`config.mk`:
```
export PLATFORM = sky130hd
export DESIGN_NAME = ef_smsdac_dsm
export DESIGN_NICKNAME = d
export VERILOG_FILES = /design/src/rtl/ef_smsdac_dsm.sv
export SDC_FILE = /design/constraint.sdc
export NUM_CORES = 1
export LEC_CHECK = 0
export ABC_AREA = 1
export BUFFER_PORTS_ARGS = -buffer_cell sky130_fd_sc_hd__buf_2
export CORE_ASPECT_RATIO = 1.1
export CORE_MARGIN = 10
export CORE_UTILIZATION = 30
export DETAILED_ROUTE_END_ITERATION = 16
export PLACE_DENSITY = 0.46
export SYNTH_ARGS = -nofsm -noshare
export SYNTH_HDL_FRONTEND = slang
export SYNTH_SLANG_ARGS = --single-unit
```
`constraint.sdc`:
```
create_clock -name clk -period 4.4 [get_ports clk]
set_input_delay 0.44 -clock clk [delete_from_list [all_inputs] [get_ports clk]]
set_output_delay 0.44 -clock clk [all_outputs]
set_load 0.005 [all_outputs]
```
`src/rtl/ef_smsdac_dsm.sv`:
```
// Second-order error-feedback modulator feeding the segmented mismatch-shaping encoder, with soft-mute ramp and LFSR.
// Optional build macro DITHER_EN adds uniform +/- half-code-step dither ahead of the quantizer.
//
// state   | meaning
// MUTED   | hold parked at midscale, muted asserted
// RAMP_UP | hold stepping toward tgt
// RUN     | hold follows din on din_valid
// RAMP_DN | hold stepping toward midscale
module ef_smsdac_dsm #(
    parameter int          DIN_W     = 16,
    parameter int          RAMP_STEP = 64,
    parameter logic [22:0] LFSR_SEED = 23'h5A5A5A
) (
    input  logic             clk,
    input  logic             rst_b,
    input  logic             en,
    input  logic [DIN_W-1:0] din,
    input  logic             din_valid,
    output logic [6:0]       x,
    output logic             x7,
    output logic             x_c,
    output logic [6:0]       r,
    output logic             muted
);

    localparam int S  = DIN_W - 8;
    localparam int VW = DIN_W + 3;
    localparam logic [DIN_W-1:0]     MID  = {1'b1, {(DIN_W-1){1'b0}}};
    localparam logic [DIN_W-1:0]     STEP = DIN_W'(RAMP_STEP);
    localparam logic signed [VW-1:0] HALF = VW'(2 ** (S-1));
    localparam logic signed [VW-1:0] QMAX = VW'(256);

    typedef enum logic [1:0] {MUTED, RAMP_UP, RUN, RAMP_DN} state_t;

    state_t state, state_nxt;
    logic [DIN_W-1:0] hold, hold_nxt, tgt, ramp_dst, ramp_val;
    logic signed [VW-1:0] e1, e2, v, qr, e, dith;
    logic [8:0] q;
    logic sat;
    logic [22:0] lfsr;

`ifdef DITHER_EN
    localparam int DSH_L = (S >= 8) ? S - 8 : 0;
    localparam int DSH_R = (S >= 8) ? 0 : 8 - S;
    logic signed [VW-1:0] d8;
    assign d8   = VW'({1'b0, lfsr[22:15]}) - VW'(128);
    assign dith = (d8 <<< DSH_L) >>> DSH_R;
`else
    assign dith = '0;
`endif

    assign v   = $signed({3'b000, hold}) + (e1 <<< 1) - e2 + dith;
    assign qr  = (v + HALF) >>> S;
    assign sat = qr[VW-1] || (qr > QMAX);
    assign q   = qr[VW-1] ? 9'd0 : (qr > QMAX) ? 9'd256 : qr[8:0];
    assign e   = v - ($signed({{(VW-9){1'b0}}, q}) <<< S);

    // Ramp step toward the destination, clipped so it never overshoots.
    assign ramp_dst = en ? tgt : MID;
    always_comb begin
        if (ramp_dst > hold)
            ramp_val = (ramp_dst - hold > STEP) ? hold + STEP : ramp_dst;
        else
            ramp_val = (hold - ramp_dst > STEP) ? hold - STEP : ramp_dst;
    end

    always_comb begin
        state_nxt = state;
        hold_nxt  = hold;
        case (state)
            MUTED: begin
                hold_nxt = MID;
                if (en) state_nxt = RAMP_UP;
            end
            RAMP_UP, RAMP_DN: begin
                hold_nxt = ramp_val;
                if (en)
                    state_nxt = (ramp_val == tgt) ? RUN : RAMP_UP;
                else
                    state_nxt = (ramp_val == MID) ? MUTED : RAMP_DN;
            end
            RUN: begin
                if (!en)
                    state_nxt = RAMP_DN;
                else if (din_valid)
                    hold_nxt = din;
            end
            default: begin
                state_nxt = MUTED;
                hold_nxt  = MID;
            end
        endcase
    end

    always_ff @(posedge clk) begin
        if (!rst_b) begin
            state <= MUTED;
            hold  <= MID;
            tgt   <= MID;
            e1    <= '0;
            e2    <= '0;
            lfsr  <= LFSR_SEED;
            x     <= 7'd0;
            x7    <= 1'b1;
            x_c   <= 1'b0;
        end else begin
            state <= state_nxt;
            hold  <= hold_nxt;
            if (din_valid) tgt <= din;
            // Clearing the error history on overload prevents limit-cycle lockup.
            e2    <= sat ? '0 : e1;
            e1    <= sat ? '0 : e;
            lfsr  <= {lfsr[21:0], lfsr[22] ^ lfsr[17]};
            if (q[8]) begin
                x7  <= 1'b1;
                x   <= 7'h7F;
                x_c <= 1'b1;
            end else begin
                x7  <= q[7];
                x   <= q[6:0];
                x_c <= 1'b0;
            end
        end
    end

    assign r     = lfsr[6:0];
    assign muted = (state == MUTED);

endmodule

```
=== After elaboration in Yosys (flattened, before gate mapping) ===
Cells that the tools add are included.
Widths: inputs -> output; s select.

* Add/subtract/negate cells: 8
* Bitwise gates (word level): 2
* Reductions and logical operators: 7
* Eq/ne operators: 9
* Multiplexer cells: 17
* Magnitude comparators: 4

{| class="wikitable"
|+ Operators with widths
! operator !! number
|-
| $mux 16 || 6
|-
| $pmux 16 s3 || 1
|-
| $gt 16x7->1 const B || 2
|-
| $sub 16x16->16 || 2
|-
| $add 17x19->19 || 1
|-
| $add 19x9->19 const B || 1
|-
| $sub 19x18->19 || 1
|-
| $sub 19x19->19 || 1
|-
| $mux 9 || 2
|-
| $add 16x7->16 const B || 1
|-
| $eq 16x16->1 || 1
|-
| $eq 16x16->1 const B || 1
|-
| $gt 16x16->1 || 1
|-
| $sub 16x7->16 const B || 1
|-
| $gt 11x10->1 const B || 1
|-
| $mux 2 || 5
|-
| $ne 2x2->1 const B || 4
|-
| $mux 7 || 1
|-
| $pmux 2 s3 || 1
|-
| $reduce_or 2->1 || 3
|-
| $eq 2x2->1 const B || 2
|-
| $reduce_and 2->1 || 2
|-
| $eq 2x1->1 const B || 1
|-
| $logic_not 2->1 || 1
|-
| other kinds (4) || 4
|}

* Logic and storage cells: 56
* Input port bits: 20
* Register bits after elaboration: 104

=== Depth between registers and ports, before layout ===
* Word-level depth: 9
* Depth in mapped cells: 37

=== Worst setup path after synthesis ===
Ideal clock, no wire load.

* Kind: register -> register
* From: register hold[6]
* To: register e1[18]
* Slack: -3 ps
* Arrival time: 4286 ps
* Stages on the path, launching flop included: 32
* Path buffers: 0
* Path through: dfxtp_1 inv_1 fa_1 inv_1 ha_1 nand2_1 nor2_1 nand3_1 nand2_1 nand2_1 nand2_1 ha_1 inv_1 nor2_1 nand2_1 nor2_2 nand3_1 inv_1 nand3_1 nand2_1 inv_1 nor2_1 nand2_1 inv_1 nand3_1 ha_1 nand2_1 nand2_1 a211oi_1 nand3_1 nand2_1 a21oi_1

* Cells in the longest elaborated chain, start to end: 7
* Elaborated cells between the ends (all ways): 9

{| class="wikitable"
|+ Ends and longest elaborated chain
! what !! RTL line !! RTL
|-
| start: declaration || 36 || <nowiki>logic [DIN_W-1:0] hold, hold_nxt, tgt, ramp_dst, ramp_val;</nowiki>
|-
| start signal: assignment || 108 || <nowiki>hold <= hold_nxt;</nowiki>
|-
| $add 17x19->19 * || 52 || <nowiki>assign v = $signed({3'b000, hold}) + (e1 <<< 1) - e2 + dith;</nowiki>
|-
| $sub 19x19->19 * || 52 ||
|-
| $add 19x9->19 || 53 || <nowiki>assign qr = (v + HALF) >>> S;</nowiki>
|-
| $gt 11x10->1 || 54, 55 ||
|-
| $mux 9 (2 in a row) || 55 || <nowiki>assign q = qr[VW-1] ? 9'd0 : (qr > QMAX) ? 9'd256 : qr[8:0];</nowiki>
|-
| $sub 19x18->19 || 56 || <nowiki>assign e = v - ($signed({{(VW-9){1'b0}}, q}) <<< S);</nowiki>
|-
| end signal: assignment || 112 || <nowiki>e1 <= sat ? '0 : e;</nowiki>
|-
| end: declaration || 37 || <nowiki>logic signed [VW-1:0] e1, e2, v, qr, e, dith;</nowiki>
|}

Mark *: on every way between the ends. The rest lies on a longest branch, timed or not.
A chain may end at the register's enable or synchronous reset.

=== Final worst setup path ===
* From: register hold[4]
* To: register e1[17]

The elaborated chain is that of the path after synthesis.

==> results.md <==
* Status: finished with violations
* Failing checks: negative setup slack
* Area fraction in compound gates after synthesis at 0.111
* Max-slew violations at 0
* Critical path capture point type: flop
* Routability cong. at around 0.93
* Post-synthesis cell count at 1,399
* Root buf cell: clkbuf_16
* CP top delay family: simple AND/OR/NAND/NOR gates
* Async SR Flop Fraction at 0
* Share of cells above drive strength 1 at 0.271
* Num CTS Buffers at 9
* CP Class: reg -> reg
* CTS tree: done
* CP peak stage delay at around 0.54 ns
* Syn Nets at between 1,000 and 1,500
* DRT iter0 DRCs at approximately 470
* Worst path slowest cell: fa_1
* Max_cap viols at 0
* Non-Filler Instances at around 2,000
* Pin count of the biggest net entering global routing at 39
* IO Port Bufs at 36
* Dpl hpwl at approximately 25,000 µm
* Pre-CTS setup slack at -0.337 ns
* Worst-Skew Late Latency at between 0.3 and 0.4 ns
* Synth cell types at 47
* Sequential share of the synthesized area at 0.233
* Fin Clk Skew at around 0.009 ns
* Ant diodes at 0
* WHS at around 0.34 ns
* Grt ovf at 0
* Synth Area in Adders at 0.127
* TritonCTS Sinks at 104
* Chip width at ~180 µm
* Die span in y at roughly 200 µm
* WL per Instance at ~16 µm
* Synth area leader: dfxtp_1
* Netlist Area Pre-Place at slightly below 9000 µm²
* Setup Viol. Count Final at 1
* Post-detailed-routing wire length at ~31,000 µm
* Final worst slack at -0.0130 ns
* CP bufs+invs at 6
* Worst slew margin at 0.496
* Fmax at roughly 230 MHz
* H-Tree Depth at 3
* Row cnt at 66
* Gr usage total at 0.164
* Worst Tran Pin Value at about 0.75 ns
* CORE AREA at just under 30,000 µm²
* DR vias/cell at a little under 5
* Top post-synthesis cells by area: dfxtp_1 23%, nand2_1 16%, ha_1 8.7%, inv_1 8.5%, nand3_1 6.2%
* Post-Place Cells at about 1,900
* CP startpoint kind: flop
* Main synth FF type: dfxtp_1
* Unrepaired setup endpoints after global routing: yes
* XOR/XNOR share of the synthesized area at 0.0381
* Nets at ~1,700
* Critical Path RT at 4.68 ns
* Yosys reg bits at 104
* Die area at around 37,000 µm²
* I/O pin cnt at 37
* CP dominant cell by count: nand2_2
* Top cell type's share of synthesized area at 0.233
* Residual DRC count at 0
* Vias at between 9,000 and 10,000
* Area delta synth->final at 31.3%
* Initial antenna violation count at 0
* Hold violation count in the final report at 0
* DR pass1 iterations at 5
* First-pass GRT wire length at 48,600 µm
* Number of enable flip-flop cells after synthesis at 0
* Mux cell area share after synthesis at 0
* Most frequent cell after synthesis: nand2_1
* Clk buf depth at 2
* Final period util at 1.00
* Ys Warns at 0
* Starting Density at 0.303
* Hold WC Path Type: in -> reg
* Reg clk slew, reported paths at 0.08 ns
* Largest family of logic cells by synthesized area: simple AND/OR/NAND/NOR gates
* Vias in the first global route at 9,206
* Mean Syn Cell Area at about 6.4 µm²
* List of most frequent post-synthesis cells: 381 x nand2_1, 203 x inv_1, 143 x nor2_1
* Critical Path AT at roughly 4.7 ns
* Period minus WS final at around 4.4 ns
* Peak fanout along the critical path at 7
* Post-CTS Hold Buffers at 0
* Number of routed nets with antenna violations at 0
* Simple-gate share of the synthesized area at 0.375
==> per-layer routing <==
metal  GRT usage  share of wire  routed length [µm]
met1       0.192           0.43               13100
met2       0.300           0.52               16000
met3      0.0183          0.026                 789
met4      0.0539          0.029                 892
met5           0              0                   0
==> placed cells by master (no fill, tap or decap), types with 23 or more instances in the layout <==
cell type,Yosys,final
nand2_1,381,329
inv_1,203,187
buf_4,10,165
nor2_1,143,126
dfxtp_1,104,98
nand3_1,111,91
nand4_1,56,56
o21ai_0,53,52
a21oi_1,58,48
ha_1,62,45
nand2_2,3,44
buf_2,7,36
xor2_1,28,27
inv_2,10,23
==> area by class of cell <==
type / instances / area (µm²)
clock inverter: 7 / 91.3
inverter: 215 / 820
multi-input combinational: 1038 / 6520
timing repair buffer: 208 / 1510
clock buffer: 9 / 225
fill: 3142 / 17800
sequential: 104 / 2090
tap: 374 / 468
==> logic make-up after synthesis <==
family	Yosys count
AOI/OAI and AO/OA	167
xor gates and xnor gates	38
adders and majority gates	80
buffers and inverters	257
DFF	104
and+or+nand+nor	753
==> sequential cells by signal (all words and copies together) (netlist names), named ones only <==
register and cells:
x 7, x_c 1, e2 19, lfsr 23
tgt 16, state 1, x7 1, e1 19
hold 16
==> what timing repair did <==
item                       4_1_cts  5_1_grt
setup endpoints to repair        9       37
resized for setup               61      128
setup buffers                   11       10
pin swaps                       18       68
==> stage by stage <==
step            util   TNS, ns  instance area (µm²)
6_report       0.398   -0.0130                11700
5_1_grt        0.398     -1.85                11700
4_1_cts        0.379  -0.00709                11200
3_5_place_dp   0.357     -2.20                10500
3_3_place_gp   0.357     -1.63                10500
2_1_floorplan      -         0                 8930
==> path summary, 6_finish.rpt <==
kind	slack (ns)	start	depth (start not counted)	end
worst max-delay path	-0.01	hold[4]	35	e1[17]
worst min register to register	0.42	lfsr[8]	1	lfsr[9]
worst max register to register	-0.01	hold[4]	35	e1[17]
worst min-delay path	0.34	din[8]	3	tgt[8]
==> tightest hold or removal path, stage by stage <==
cell and delay [ns]:
buf_2 0.09, nor2_1 0.04, nor2_1 0.08
Power is left out: the tool's default activity adds up to more than one toggle a clock period on the data nets, which glitch-free logic cannot reach.
